$ cat config.mk
export PLATFORM = sky130hd
export DESIGN_NAME = cpu_seq_ctrl
export DESIGN_NICKNAME = d
export VERILOG_FILES = /design/src/rtl/rv_pkg.sv /design/src/rtl/mem_wait_timer.sv /design/src/rtl/cpu_seq_ctrl.sv
export SDC_FILE = /design/constraint.sdc
export NUM_CORES = 1
export LEC_CHECK = 0
export CELL_PAD_IN_SITES_DETAIL_PLACEMENT = 0
export CELL_PAD_IN_SITES_GLOBAL_PLACEMENT = 2
export CORE_MARGIN = 4
export CORE_UTILIZATION = 27
export CTS_CLUSTER_DIAMETER = 80
export DETAILED_ROUTE_END_ITERATION = 10
export PLACE_DENSITY_LB_ADDON = 0.1
export SLEW_MARGIN = 20
export SYNTH_ARGS = -nofsm -noshare
export SYNTH_HDL_FRONTEND = slang
export SYNTH_SLANG_ARGS = --single-unit
$ cat constraint.sdc
create_clock -name clk -period 1.55 [get_ports clk]
set_input_delay 0.31 -clock clk [delete_from_list [all_inputs] [get_ports clk]]
set_output_delay 0.31 -clock clk [all_outputs]
set_load 0.01 [all_outputs]
$ cat src/rtl/rv_pkg.sv
`default_nettype none
// ============================================================================
// Module      : rv_pkg
// Description : Shared definitions for the RV32 multi-cycle sequencer:
//               state encodings, RV32I major opcodes and PC-select values.
// Revision    : 1.0 - initial release
// ============================================================================
package rv_pkg;

    // State encodings, exposed on the 'state' port of the sequencer
    localparam logic [2:0] c_ST_IDLE   = 3'd0;
    localparam logic [2:0] c_ST_FETCH  = 3'd1;
    localparam logic [2:0] c_ST_DECODE = 3'd2;
    localparam logic [2:0] c_ST_EXEC   = 3'd3;
    localparam logic [2:0] c_ST_MEM    = 3'd4;
    localparam logic [2:0] c_ST_WB     = 3'd5;
    localparam logic [2:0] c_ST_FAULT  = 3'd6;

    typedef enum logic [2:0] {
        ST_IDLE   = c_ST_IDLE,
        ST_FETCH  = c_ST_FETCH,
        ST_DECODE = c_ST_DECODE,
        ST_EXEC   = c_ST_EXEC,
        ST_MEM    = c_ST_MEM,
        ST_WB     = c_ST_WB,
        ST_FAULT  = c_ST_FAULT
    } state_t;

    // RV32I major opcodes (instruction bits [6:0]), used by the decoder
    localparam logic [6:0] c_OPC_LUI    = 7'b0110111;
    localparam logic [6:0] c_OPC_AUIPC  = 7'b0010111;
    localparam logic [6:0] c_OPC_JAL    = 7'b1101111;
    localparam logic [6:0] c_OPC_JALR   = 7'b1100111;
    localparam logic [6:0] c_OPC_BRANCH = 7'b1100011;
    localparam logic [6:0] c_OPC_LOAD   = 7'b0000011;
    localparam logic [6:0] c_OPC_STORE  = 7'b0100011;
    localparam logic [6:0] c_OPC_OP_IMM = 7'b0010011;
    localparam logic [6:0] c_OPC_OP     = 7'b0110011;

    // PC source select: sequential (PC+4) or branch/jump target
    localparam logic PC_SEL_SEQ = 1'b0;
    localparam logic PC_SEL_TGT = 1'b1;

endpackage : rv_pkg
`default_nettype wire

$ cat src/rtl/mem_wait_timer.sv
`default_nettype none
// ============================================================================
// Module      : mem_wait_timer
// Description : Memory ready-wait counter shared by the FETCH and MEM states.
//               Counts cycles while i_en is high and flags o_expire on the
//               cycle in which the count would reach MEM_TIMEOUT.
// Ports       : clk      - clock, rising edge
//               rst_n    - asynchronous active-low reset
//               i_clr    - clear the count (state entry)
//               i_en     - a wait cycle is being spent (request, no ready)
//               o_expire - this wait cycle is number MEM_TIMEOUT
// Revision    : 1.0 - initial release
// ============================================================================
module mem_wait_timer #(
    parameter int TIMEOUT_W   = 4,
    parameter int MEM_TIMEOUT = 12
) (
    input  logic clk,
    input  logic rst_n,
    input  logic i_clr,
    input  logic i_en,
    output logic o_expire
);

    // The count holds the number of wait cycles already completed, so the
    // MEM_TIMEOUT-th wait cycle is the one that sees MEM_TIMEOUT-1.
    localparam logic [TIMEOUT_W-1:0] c_LAST = TIMEOUT_W'(MEM_TIMEOUT - 1);

    logic [TIMEOUT_W-1:0] r_count;

    always_ff @(posedge clk or negedge rst_n) begin
        if (!rst_n) begin
            r_count <= '0;
        end else if (i_clr) begin
            r_count <= '0;
        end else if (i_en) begin
            r_count <= r_count + 1'b1;
        end
    end

    assign o_expire = i_en && (r_count == c_LAST);

endmodule : mem_wait_timer
`default_nettype wire

$ cat src/rtl/cpu_seq_ctrl.sv
`default_nettype none
// ============================================================================
// Module      : cpu_seq_ctrl
// Description : Multi-cycle sequencer for the single-issue RV32 core.
//               IDLE -> FETCH -> DECODE -> EXEC -> [MEM] -> [WB], with a
//               shared memory-timeout watchdog (sticky FAULT) and a
//               retired-instruction counter.
// Ports       : clk, rst_n          - clock / async active-low reset
//               run                 - allow a new fetch from IDLE
//               imem_req/imem_ready - instruction memory handshake
//               dmem_req/dmem_we/dmem_ready - data memory handshake
//               dec_*               - decoder flags, alu_zero from the ALU
//               ir_we/pc_we/pc_sel/rf_we - one-cycle datapath strobes
//               state, fault, icount - status
//               dec_valid, illegal  - present only with ILLEGAL_TRAP_EN
// Build macro : ILLEGAL_TRAP_EN - trap undecodable instructions into FAULT
// Revision    : 1.0 - initial release
// ============================================================================
module cpu_seq_ctrl
    import rv_pkg::*;
#(
    parameter int TIMEOUT_W   = 4,
    parameter int MEM_TIMEOUT = 12,
    parameter int ICNT_W      = 16
) (
    input  logic              clk,
    input  logic              rst_n,
    input  logic              run,
    output logic              imem_req,
    input  logic              imem_ready,
    output logic              dmem_req,
    output logic              dmem_we,
    input  logic              dmem_ready,
    input  logic              dec_reg_write,
    input  logic              dec_mem_read,
    input  logic              dec_mem_write,
    input  logic              dec_branch,
    input  logic              dec_jump,
    input  logic              alu_zero,
`ifdef ILLEGAL_TRAP_EN
    input  logic              dec_valid,
    output logic              illegal,
`endif
    output logic              ir_we,
    output logic              pc_we,
    output logic              pc_sel,
    output logic              rf_we,
    output logic [2:0]        state,
    output logic              fault,
    output logic [ICNT_W-1:0] icount
);

    state_t              r_state;
    state_t              w_next;
    logic                r_fault;
    logic                r_jump;
    logic [ICNT_W-1:0]   r_icount;

    logic                w_retire;
    logic                w_tmr_en;
    logic                w_tmr_clr;
    logic                w_expire;
    logic                w_mem_op;
    logic                w_jump_path;
    state_t              w_after_retire;

    // ------------------------------------------------------------------
    // Wait timer: cleared on every state change so FETCH and MEM each
    // start with a fresh budget.
    // ------------------------------------------------------------------
    assign w_tmr_clr = (w_next != r_state);

    mem_wait_timer #(
        .TIMEOUT_W   (TIMEOUT_W),
        .MEM_TIMEOUT (MEM_TIMEOUT)
    ) u_wait_timer (
        .clk      (clk),
        .rst_n    (rst_n),
        .i_clr    (w_tmr_clr),
        .i_en     (w_tmr_en),
        .o_expire (w_expire)
    );

    assign w_mem_op       = dec_mem_read | dec_mem_write;
    // EXEC priority is memory > branch > jump > ALU, so a jump only takes
    // effect when neither of the higher-priority flags is set.
    assign w_jump_path    = dec_jump & ~w_mem_op & ~dec_branch;
    assign w_after_retire = run ? ST_FETCH : ST_IDLE;

    // ------------------------------------------------------------------
    // State register and sticky status
    // ------------------------------------------------------------------
    always_ff @(posedge clk or negedge rst_n) begin
        if (!rst_n) begin
            r_state  <= ST_IDLE;
            r_fault  <= 1'b0;
            r_jump   <= 1'b0;
            r_icount <= '0;
        end else begin
            r_state <= w_next;
            if (w_next == ST_FAULT) begin
                r_fault <= 1'b1;
            end
            // Remembers that the PC was already redirected in EXEC, so WB
            // must not overwrite it with PC+4.
            if (r_state == ST_EXEC) begin
                r_jump <= w_jump_path;
            end
            if (w_retire) begin
                r_icount <= r_icount + 1'b1;
            end
        end
    end

`ifdef ILLEGAL_TRAP_EN
    logic r_illegal;

    always_ff @(posedge clk or negedge rst_n) begin
        if (!rst_n) begin
            r_illegal <= 1'b0;
        end else if ((r_state == ST_DECODE) && !dec_valid) begin
            r_illegal <= 1'b1;
        end
    end

    assign illegal = r_illegal;
`endif

    // ------------------------------------------------------------------
    // Next state and combinational strobes
    // ------------------------------------------------------------------
    always_comb begin
        w_next   = r_state;
        ir_we    = 1'b0;
        pc_we    = 1'b0;
        pc_sel   = PC_SEL_SEQ;
        rf_we    = 1'b0;
        imem_req = 1'b0;
        dmem_req = 1'b0;
        dmem_we  = 1'b0;
        w_retire = 1'b0;
        w_tmr_en = 1'b0;

        case (r_state)
            ST_IDLE: begin
                if (run) begin
                    w_next = ST_FETCH;
                end
            end

            ST_FETCH: begin
                imem_req = 1'b1;
                if (imem_ready) begin
                    ir_we  = 1'b1;
                    w_next = ST_DECODE;
                end else begin
                    w_tmr_en = 1'b1;
                    if (w_expire) begin
                        w_next = ST_FAULT;
                    end
                end
            end

            ST_DECODE: begin
`ifdef ILLEGAL_TRAP_EN
                w_next = dec_valid ? ST_EXEC : ST_FAULT;
`else
                w_next = ST_EXEC;
`endif
            end

            ST_EXEC: begin
                if (w_mem_op) begin
                    w_next = ST_MEM;
                end else if (dec_branch) begin
                    pc_we    = 1'b1;
                    pc_sel   = alu_zero ? PC_SEL_TGT : PC_SEL_SEQ;
                    w_retire = 1'b1;
                    w_next   = w_after_retire;
                end else if (dec_jump) begin
                    pc_we  = 1'b1;
                    pc_sel = PC_SEL_TGT;
                    w_next = ST_WB;
                end else begin
                    w_next = ST_WB;
                end
            end

            ST_MEM: begin
                dmem_req = 1'b1;
                dmem_we  = dec_mem_write;
                if (dmem_ready) begin
                    if (dec_mem_write) begin
                        pc_we    = 1'b1;
                        w_retire = 1'b1;
                        w_next   = w_after_retire;
                    end else begin
                        w_next = ST_WB;
                    end
                end else begin
                    w_tmr_en = 1'b1;
                    if (w_expire) begin
                        w_next = ST_FAULT;
                    end
                end
            end

            ST_WB: begin
                rf_we    = dec_reg_write;
                pc_we    = ~r_jump;
                w_retire = 1'b1;
                w_next   = w_after_retire;
            end

            ST_FAULT: begin
                w_next = ST_FAULT;
            end

            default: begin
                w_next = ST_IDLE;
            end
        endcase
    end

    assign state  = r_state;
    assign fault  = r_fault;
    assign icount = r_icount;

endmodule : cpu_seq_ctrl
`default_nettype wire

Word-level counts from Yosys, hierarchy flattened
Index checks and enable logic that the tools add are counted.
{ "word_totals": {"reg_bits": 25, "input_bits": 11, "output_inout_bits": 27, "elab_cells": 58} }
{ "classes": {"n_addsub": 2, "eq_ne": 9, "n_mux": 33, "bitwise_logic": 6, "n_reduce_logical": 3} }
{ "ops": {"columns": ["op", "count"], "rows": [
  ["$mux 3", 7],
  ["$pmux 3 s7", 1],
  ["$mux 1", 20],
  ["$add 16x1->16 const B", 1],
  ["$eq 3x3->1 const B", 4],
  ["$mux 4", 2],
  ["$eq 3x2->1 const B", 2],
  ["$pmux 1 s3", 2],
  ["$add 4x1->4 const B", 1],
  ["$eq 4x4->1 const B", 1],
  ["$eq 3x1->1 const B", 1],
  ["$logic_not 3->1", 1],
  ["$ne 3x3->1", 1],
  ["$not 1->1", 3],
  ["$and 1x1->1", 2],
  ["$pmux 1 s2", 1],
  ["$reduce_bool 2->1", 1],
  ["$logic_and 1x1->1", 1],
  ["$or 1x1->1", 1]
]} }

Depth between registers and ports, before layout
Gate-level depths: netlist of run 1.
{ "logic_depth": {"word_depth": 8, "depth_mapped": 6, "ltp_nobuf": 5} }

By module
Synthesis of run 1 repeated with hierarchy kept, for this count alone.
{ "hier_totals": {"cells_unflattened": 141, "hier_area_um2": 1416.4} }
{ "by_module_without_submodules": {"columns": ["mod", "instances", "cells_per_inst", "area_each_um2", "seq_area_each_um2"], "rows": [
  ["cpu_seq_ctrl", 1, 123, 1187.4, 525.5],
  ["mem_wait_timer", 1, 18, 229.0, 100.1]
]} }

Worst setup path after synthesis of run 1
Ideal clock, no wire load.
{ "synth_path": {"path_type": "register to register", "start": "reg r_state[1] (netlist: state[1])", "end": "reg u_wait_timer.r_count[0]", "setup_time_ns": 0.086, "arrival_ns": 1.529, "required_ns": 1.464, "path_slack_ns": -0.065, "stages_incl_launch_ff": 6, "path_buffers": 1, "period_less_slack_ns": 1.615, "cell_sequence": "dfrtp_1 -> buf_6 -> nor4b_4 -> a22oi_1 -> a31o_2 -> nor3_1"} }
{ "synth_via": {"elab_chain_len": 8, "elab_cells_between_ends": 17, "cone_classes": "eq/ne: 7; mux: 7; reduce/logical: 3"} }
{ "synth_rtl": {"columns": ["item", "line", "source"], "rows": [
  ["start, declared", "cpu_seq_ctrl.sv:53", "state_t r_state;"],
  ["start signal, assigned", "cpu_seq_ctrl.sv:100", "r_state <= w_next;"],
  ["$eq 3x3->1 or $eq 3x1->1 (tied branches)", "cpu_seq_ctrl.sv:144", "case (r_state)"],
  ["$pmux 1 s2", "cpu_seq_ctrl.sv:144", null],
  ["$logic_and 1x1->1", "mem_wait_timer.sv:41", "assign o_expire = i_en && (r_count == c_LAST);"],
  ["$mux 3", "cpu_seq_ctrl.sv:158, cpu_seq_ctrl.sv:202", null],
  ["$mux 3, on equally long branches", "cpu_seq_ctrl.sv:192, cpu_seq_ctrl.sv:153", null],
  ["$pmux 3 s7", "cpu_seq_ctrl.sv:144", null],
  ["$ne 3x3->1", "cpu_seq_ctrl.sv:71", "assign w_tmr_clr = (w_next != r_state);"],
  ["$mux 4 or $reduce_bool 2->1 (tied branches)", null, null],
  ["end signal, assigned", "mem_wait_timer.sv:37", "r_count <= r_count + 1'b1;"],
  ["end, declared", "mem_wait_timer.sv:29", "logic [TIMEOUT_W-1:0] r_count;"]
]} }
Several ways; a longest one is shown, not always the timed one.
A chain may end at the register's enable or synchronous reset.

Final worst setup path of run 1
{ "layout_path": {"start": "reg r_state[2] (netlist: state[2])", "end": "reg r_icount[8] (netlist: icount[8])"} }
{ "layout_via": {"elab_chain_len": 2, "elab_cells_between_ends": 4, "cone_classes": "eq/ne: 3; mux: 1"} }
{ "layout_rtl": {"columns": ["item", "line", "source"], "rows": [
  ["$eq 3x3->1 or $eq 3x2->1 (tied branches)", "cpu_seq_ctrl.sv:144", null],
  ["$pmux 1 s3 *", "cpu_seq_ctrl.sv:144", null],
  ["end signal, assigned", "cpu_seq_ctrl.sv:110", "r_icount <= r_icount + 1'b1;"],
  ["end, declared", "cpu_seq_ctrl.sv:57", "logic [ICNT_W-1:0] r_icount;"]
]} }
Mark *: on every way between the ends. The rest lies on a longest branch, timed or not.

==> results.toml, run 1 <==
[outcome]
status = "finished, violations left"
violations = "setup timing"

[final_layout]
fillers = 455
area_delta_synth_final_pct = 79.33
final_util_pct = 50.36
layout-drive-gt1-share_pct = 46.35
n_antenna_cell = 0
num-nets-final = 247

[pwr]
p_leak_nw = 1.296
power.total_mw = 3.456
max-vdd-ir-drop_uv = 763.5
p_per_area_mw_per_mm2 = 1327

[sta]
fin_ws_ns = -0.1934
slew_violations = 0
whs_ns = 0.4051
layout_min_cycle_time_ns = 1.743
relSlewSlack_pct = 74.88
setup_tns_ns = -3.018
finalSetupViolations = 27
layout_worst_path_cycle_share_pct = 112.5
rsz0062_at_grt = "yes"
tightest_slew_ns = 0.3728
finalHoldViolations = 0
fin_worst_skew_ns = 0.002538
clock.fmax_mhz = 573.6

[yosys]
yosys_warnings = 0
ys_seq_area_share_pct = 43.07
synth_area_per_cell_sq_um = 10.38
yosysMostFrequentCell = "dfrtp_1"
synthCells = 140
synth_flop_cell = "dfrtp_1"
yosys.area.top_type = "dfrtp_1"
netlist_top_cells_count = "dfrtp_1 (25), nand2_1 (14), xnor2_1 (9), xor2_1 (9), nor3_1 (8)"
synthArstFlopShare_pct = 100.0
yosys.area.top_type_share_pct = 43.07
syn_nets = 153
ys_types = 48
syn_area_sq_mm = 0.001453
ys_ff_latch = 25
synth_area_leaders = "dfrtp_1 (43%), xnor2_1 (5.4%), xor2_1 (5.4%)"
synth_edf_count = 0

[setup_path]
startpoint_type = "flip-flop"
required_ns = 1.74
criticalPathCategory = "reg2reg"
cpMostUsedCell = "buf_6"
crit_path_max_fanout = 7
crit_slowest_cell = "dfrtp_1"
crit_buf_inv = 3
cp-end-kind = "flip-flop"
cpLargestDelayFamily = "simple AND/OR/NAND/NOR gates"
cp_slowest_stage_delay_ns = 0.42
worstPathCellList = "buf_6, and3b_2, buf_6, a32oi_4, buf_12, nor4b_4, xor2_1"
worstPathArrival_ns = 1.94

[placed_design]
gp_congestion = 0.7526
port_buffers = 37
dp_hpwl_microns = 3004

[floorplanning]
start_util_pct = 28.08
io-pin-count = 38
core.rowCount = 26
die_h_microns = 81.35
die_area_sq_mm = 0.006618
die_w_microns = 81.35
core_area_sq_mm = 0.005172

[routing]
drc = 0
wl_per_cell_microns = 14.98
routed_via_density = 4.772
drt_iter0_markers = 65
drtAntennaViolNets = 0
vias = 1446
finalWirelength_microns = 4540
drt-pass1-iter-count = 4

[clocking]
h-tree-depth = 1
clk_pin_slew_ns = 0.09
cts_buffers = 3
cts_tree = "yes"
clk_latency_ns = 0.27
cts_hold_buffers = 0
ctsRootBufferMaster = "clkbuf_8"
clkSinkCount = 25
cts_buffer_depth = 2

[global_routing]
overflow = 0
antenna_found_initial = 0
grt_pass1_wl_microns = 7169
grt_pass1_vias = 1568
grt_max_degree = 26
track_usage_pct = 13.79

[job]
max_cap_violations = 0

[min_path]
worst_hold_path_type = "in2async"
-- through the flow --
stage	setup WS, ns	cells	area, sq um
3_5_place_dp	-0.5113	279	2165
3_3_place_gp	-0.4901	279	2165
2_1_floorplan	-0.01036	140	1458
4_1_cts	-0.1697	295	2354
6_report	-0.1934	303	2605
5_1_grt	-0.2763	303	2605
-- final cells by class --
cell class                 instances  area [sq um]  area share (%)
multi-input combinational        106         955.9           36.70
timing repair buffer              94         870.8           33.43
sequential                        25         626.9           24.06
tap                               70         87.58           3.362
clock buffer                       3         41.29           1.585
inverter                           4         15.01          0.5764
clock inverter                     1         7.507          0.2882
-- kinds of logic after synthesis --
| logic type | count (synthesis) | share of synthesized area [%] |
|---|---|---|
| DFF | 25 | 43.07 |
| muxes | 2 | 1.378 |
| xor gates and xnor gates | 18 | 10.85 |
| buffers and inverters | 10 | 3.531 |
| AOI/OAI and AO/OA | 23 | 13.95 |
| adders and majority gates | 2 | 1.722 |
| and+or+nand+nor | 60 | 25.50 |
-- cells in the final DEF (no fill, tap or decap), drive strengths merged, types with 5 or more instances in the layout --
| master | instances |
|---|---|
| nand3 | 5 |
| buf | 64 |
| nor3 | 8 |
| xor2 | 9 |
| nor2 | 7 |
| dlymetal6s2s | 5 |
| nand2 | 14 |
| dlygate4sd2 | 11 |
| clkdlybuf4s50 | 13 |
| dfrtp | 25 |
| xnor2 | 9 |
-- registers in the layout, summed over array words and instances, names as in the netlist --
signal                cells
u_wait_timer.r_count      4
fault                     1
state                     3
r_jump                    1
icount                   16
-- layer usage --
layer | up-vias | global-route usage [%] | part of all wire, %
li1 | 705 | - | -
met1 | 688 | 16.10 | 42
met2 | 43 | 25.81 | 52
met3 | 10 | 1.774 | 4.7
met4 | 0 | 4.223 | 1.7
met5 | - | 0 | 0
-- path summary, 6_finish.rpt --
check                                 from    endpoint  slack, ns  depth (start not counted)
worst max register to register    state[2]   icount[8]      -0.19                          7
max in group asynchronous            rst_n    state[1]       0.88                          2
worst max-delay path              state[2]   icount[8]      -0.19                          7
worst min-delay path                 rst_n   icount[5]       0.41                          2
worst min register to register  icount[15]  icount[15]       0.47                          1
min in group clk                icount[15]  icount[15]       0.47                          1
-- report_power, final --
| group | internal, mW | switching, mW | leakage [nW] |
|---|---|---|---|
| clock | 0.182 | 0.208 | 0.0217 |
| sequential | 0.755 | 0.0774 | 0.333 |
| combinational | 1.24 | 0.995 | 0.941 |
| total | 2.18 | 1.28 | 1.30 |
-- repair_timing --
| item | CTS | global route |
|---|---|---|
| endpoints found under the setup margin | 42 | 34 |
| gates cloned | 1 | 0 |
| resized for setup | 53 | 46 |
| buffers inserted | 13 | 9 |
| pin swaps | 15 | 14 |
Note: power is estimated with default switching activity, not from simulation.
==> run 2: changes to the inputs <==
- CORE_UTILIZATION: 27 -> 32
- clock period: 1.55 -> 2.3 ns (I/O delays scaled with it)
==> results.toml, run 2 (same netlist as run 1, synthesis figures left out) <==
[placed_design]
port_buffers = 37
dp_slack_ns = -0.06989
placed_cells = 235
post_dp_cell_area_sq_mm = 0.001942
dp_hpwl_microns = 2675
gp_congestion = 0.7541

[pwr]
combPwrFrac_pct = 50.1
power.switching_mw = 0.6547
max-vdd-ir-drop_uv = 439.7
p_leak_nw = 0.8569
p_per_area_mw_per_mm2 = 860.2
p_int_mw = 1.080
seq_power_share_pct = 34.7
pwr-share-clk_pct = 15.2
swShare_pct = 37.74
power.total_mw = 1.735

[routing]
wl_per_cell_microns = 14.57
drtAntennaViolNets = 0
drt_iter0_markers = 72
finalWirelength_microns = 3526
drc = 0
drt-pass1-iter-count = 4
vias = 1229
routed_via_density = 5.079

[sta]
layout_min_cycle_time_ns = 2.193
tightest_slew_ns = 0.6150
layout_worst_path_cycle_share_pct = 95.34
finalHoldViolations = 0
fin_worst_skew_ns = 0.001584
fin_ws_ns = 0.1072
rsz0062_at_grt = "no"
slew_violations = 0
finalSetupViolations = 0
clock.fmax_mhz = 456.0
relSlewSlack_pct = 58.62
setup_tns_ns = 0

[setup_path]
crit_path_max_fanout = 6
worstPathCellList = "buf_4, nor2_1, and2_1, clkdlybuf4s50_1"
crit_slowest_cell = "clkdlybuf4s50_1"
required_ns = 1.84
crit_buf_inv = 2
worstPathArrival_ns = 1.73
startpoint_type = "flip-flop"
cp-end-kind = "primary output"
cp_slowest_stage_delay_ns = 0.53
criticalPathCategory = "reg2out"
cpLargestDelayFamily = "buffers and inverters"

[global_routing]
track_usage_pct = 13.15
grt_pass1_vias = 1236
grt_pass1_wl_microns = 5775
grt_max_degree = 26
antenna_found_initial = 0
overflow = 0

[floorplanning]
core.rowCount = 24
die_w_microns = 75.38
die_h_microns = 75.38
core_area_sq_mm = 0.004384
die_area_sq_mm = 0.005681
start_util_pct = 33.13
io-pin-count = 38

[final_layout]
layout-drive-gt1-share_pct = 17.89
fillers = 427
final_cell_mix = "clkdlybuf4s50_1 (35), dfrtp_1 (22), buf_4 (15)"
num-nets-final = 204
n_antenna_cell = 0
postLayoutCellArea_sq_mm = 0.002017
area_delta_synth_final_pct = 38.85
layout_commonest_cell = "clkdlybuf4s50_1"
fin_cells = 242
largest_reg_flops = 16

[clocking]
cts_tree = "yes"
clk_pin_slew_ns = 0.09
cts_buffer_depth = 2
h-tree-depth = 1
cts_buffers = 3
clk_latency_ns = 0.26
ctsRootBufferMaster = "clkbuf_8"
clkSinkCount = 25

[job]
max_cap_violations = 0

[outcome]
status = "finished clean"

[min_path]
worst_hold_path_type = "reg2reg"
[run 2: cell types whose count changed in the layout (fill, tap and decap cells not counted), sizes merged]
cell / delta
clkdlybuf4s15: -1
clkdlybuf4s50: +22
buf: -49
a32o: -1
dlymetal6s2s: -5
dlygate4sd2: -9
[run 2: area by class of cell]
cell class              count  area, sq um  area share, %
clock buffers               3        41.29          2.047
clock inverters             1        7.507         0.3722
inverters                   4        15.01         0.7444
multi-input cells         105        778.2          38.59
flip-flops and latches     25        629.4          31.20
well taps                  52        65.06          3.226
repair buffers             52        480.5          23.82
[run 2: power by group through the flow]
stage | logic [mW] | clock network (mW) | registers, mW
floorplan | 0.490 | 0 | 0.608
global placement | 0.811 | 0 | 0.626
detailed placement | 0.817 | 0 | 0.628
CTS | 0.817 | 0.276 | 0.625
global route | 0.957 | 0.295 | 0.612
finish | 0.869 | 0.264 | 0.602
[run 2: stage by stage]
step | hold WS (ns) | util (%)
floorplan | 0.1644 | -
global placement | 0.4622 | 44.29
detailed placement | 0.4618 | 44.29
CTS | 0.4789 | 45.46
global route | 0.4899 | 46.00
finish | 0.4724 | 46.00
[run 2: per-layer routing]
metal  global-route usage [%]  part of all wire, %
met4                    4.078                 0.65
met3                    1.979                  4.5
met2                    23.01                   49
met5                        0                    0
met1                    16.69                   45
[run 2: final timing paths]
kind	slack, ns	cells after the start	start	endpoint
worst max-delay path	0.11	4	state[1]	dmem_we
worst min-delay path	0.47	1	icount[15]	icount[15]
worst max register to register	0.54	5	icount[0]	icount[14]
worst min register to register	0.47	1	icount[15]	icount[15]
max in group asynchronous	1.48	2	rst_n	state[0]
min in group asynchronous	0.55	2	rst_n	u_wait_timer.r_count[0]
[run 2: repair_timing]
action / 4_1_cts / 5_1_grt
setup buffers: 0 / 3
cloned: 0 / 0
hold buffers: 0 / 0
endpoints found under the setup margin: 3 / 3
gates resized for setup: 5 / 1
==> run 3: changes to the inputs <==
- PLACE_DENSITY: default -> 0.82
- PLACE_DENSITY_LB_ADDON: 0.1 -> default
==> results.toml, run 3 (same netlist as run 1, synthesis figures left out) <==
[placed_design]
post_dp_cell_area_sq_mm = 0.001934
gp_congestion = 0.8046
port_buffers = 37
dp_hpwl_microns = 2590

[final_layout]
multiInputGateArea_sq_um = 780.7
fillers = 417
postLayoutCellArea_sq_mm = 0.001996
num-nets-final = 201
n_antenna_cell = 0
largest_reg_flops = 16
final_cell_mix = "clkdlybuf4s50_1 (35), dfrtp_1 (23), nand2_1 (14)"
seq_area_sq_um = 628.1
layout_commonest_cell = "clkdlybuf4s50_1"
layout-drive-gt1-share_pct = 16.04
area_delta_synth_final_pct = 37.38

[pwr]
pwr-share-clk_pct = 15.6
p_leak_nw = 0.8463
p_per_area_mw_per_mm2 = 853.4
p_int_mw = 1.052
swShare_pct = 38.25
max-vdd-ir-drop_uv = 332.4
seq_power_share_pct = 35.8
combPwrFrac_pct = 48.6
power.switching_mw = 0.6514

[clocking]
h-tree-depth = 1
clk_pin_slew_ns = 0.08
cts_buffers = 3
cts_tree = "yes"
clk_latency_ns = 0.27
clkSinkCount = 25
ctsRootBufferMaster = "clkbuf_8"
cts_buffer_depth = 2

[setup_path]
cpMostUsedCell = "clkdlybuf4s50_1"
worstPathArrival_ns = 1.77
required_ns = 1.84
startpoint_type = "input pin"
criticalPathCategory = "in2out"
timing.rr.end = "icount[12]"
worstPathCellList = "clkdlybuf4s50_1, buf_4, and2_1, clkdlybuf4s50_1"
crit_path_max_fanout = 8
r2r_cells = 6
crit_slowest_cell = "clkdlybuf4s50_1"
rrSetupSlack_ns = 0.49
cp-end-kind = "primary output"
cp_slowest_stage_delay_ns = 0.52
worstReg2RegStart = "state[2]"

[sta]
finalSetupViolations = 0
whs_ns = 0.4688
fin_worst_skew_ns = 0.009594
layout_worst_path_cycle_share_pct = 96.89
slew_violations = 0
tightest_slew_ns = 0.5334
layout_min_cycle_time_ns = 2.228
clock.fmax_mhz = 448.8
relSlewSlack_pct = 64.11
finalHoldViolations = 0
rsz0062_at_grt = "no"

[global_routing]
track_usage_pct = 12.97
grt_pass1_wl_microns = 5761
grt_pass1_vias = 1205
grt_max_degree = 26
overflow = 0
antenna_found_initial = 0

[routing]
wl_per_cell_microns = 14.66
drt-pass1-iter-count = 2
vias = 1228
drt_iter0_markers = 95
routed_via_density = 5.138
finalWirelength_microns = 3504
drtAntennaViolNets = 0
drc = 0

[floorplanning]
die_w_microns = 75.38
io-pin-count = 38
die_h_microns = 75.38
core.rowCount = 24
core_area_sq_mm = 0.004384
start_util_pct = 33.13
die_area_sq_mm = 0.005681

[outcome]
status = "finished clean"

[min_path]
holdPathEnd = "icount[15]"
hold_start = "icount[15]"
worst_hold_path_type = "reg2reg"
holdPathStages = 1

[job]
max_cap_violations = 0
-- run 3: routing by layer --
| layer | GRT usage (%) | up-vias | share of wire, % |
|---|---|---|---|
| li1 | - | 608 | - |
| met1 | 18.64 | 586 | 50 |
| met2 | 19.94 | 30 | 44 |
| met3 | 2.375 | 4 | 5.8 |
| met4 | 3.883 | 0 | 1.1 |
| met5 | 0 | - | 0 |
-- run 3: worst max path at each step --
| stage | from | end | slack (ns) | cells past startpoint |
|---|---|---|---|---|
| final | dec_mem_write | dmem_we | 0.07 | 4 |
| after global placement | dec_mem_write | pc_we | -0.03 | 5 |
| after detailed placement | dec_branch | u_wait_timer.r_count[0] | -0.04 | 6 |
| after global routing | dec_mem_write | dmem_we | 0.02 | 4 |
| after CTS | state[0] | ir_we | 0.02 | 4 |
| after floorplan | state[0] | ir_we | 0.56 | 4 |
-- run 3: worst max-delay path, delay by kind of cell --
kind	cells	cell delay, ns
buffers and inverters	3	1.18
and+or+nand+nor	1	0.12
-- run 3: area by class of cell --
| class | instances | area share, % |
|---|---|---|
| Tap cell | 52 | 3.260 |
| Timing Repair Buffer | 49 | 22.95 |
| Inverter | 4 | 0.7524 |
| Clock inverter | 1 | 0.3762 |
| Sequential cell | 25 | 31.47 |
| Multi-Input combinational cell | 105 | 39.12 |
| Clock buffer | 3 | 2.069 |
-- run 3: timing repair --
item / CTS / global route
buffers inserted: 0 / 1
hold buffers: 0 / 0
endpoints found under the setup margin: 3 / 3
gates resized for setup: 3 / 2
-- run 3: stage by stage --
step	util (%)	setup slack (ns)	instances	TNS (ns)	power, mW
2_1_floorplan	-	0.5557	140	0	1.098
3_3_place_gp	44.12	-0.02791	234	-0.03866	1.416
3_5_place_dp	44.12	-0.03886	234	-0.06893	1.426
4_1_cts	45.21	0.01968	238	0	1.695
5_1_grt	45.52	0.02259	239	0	1.821
6_report	45.52	0.07162	239	0	1.703
-- run 3: power by group through the flow --
| stage | registers [mW] | clock network [mW] | logic, mW |
|---|---|---|---|
| after CTS | 0.620 | 0.275 | 0.799 |
| after global routing | 0.627 | 0.293 | 0.900 |
| after global placement | 0.625 | 0 | 0.790 |
| final | 0.610 | 0.266 | 0.827 |
| after floorplan | 0.608 | 0 | 0.490 |
| after detailed placement | 0.627 | 0 | 0.799 |
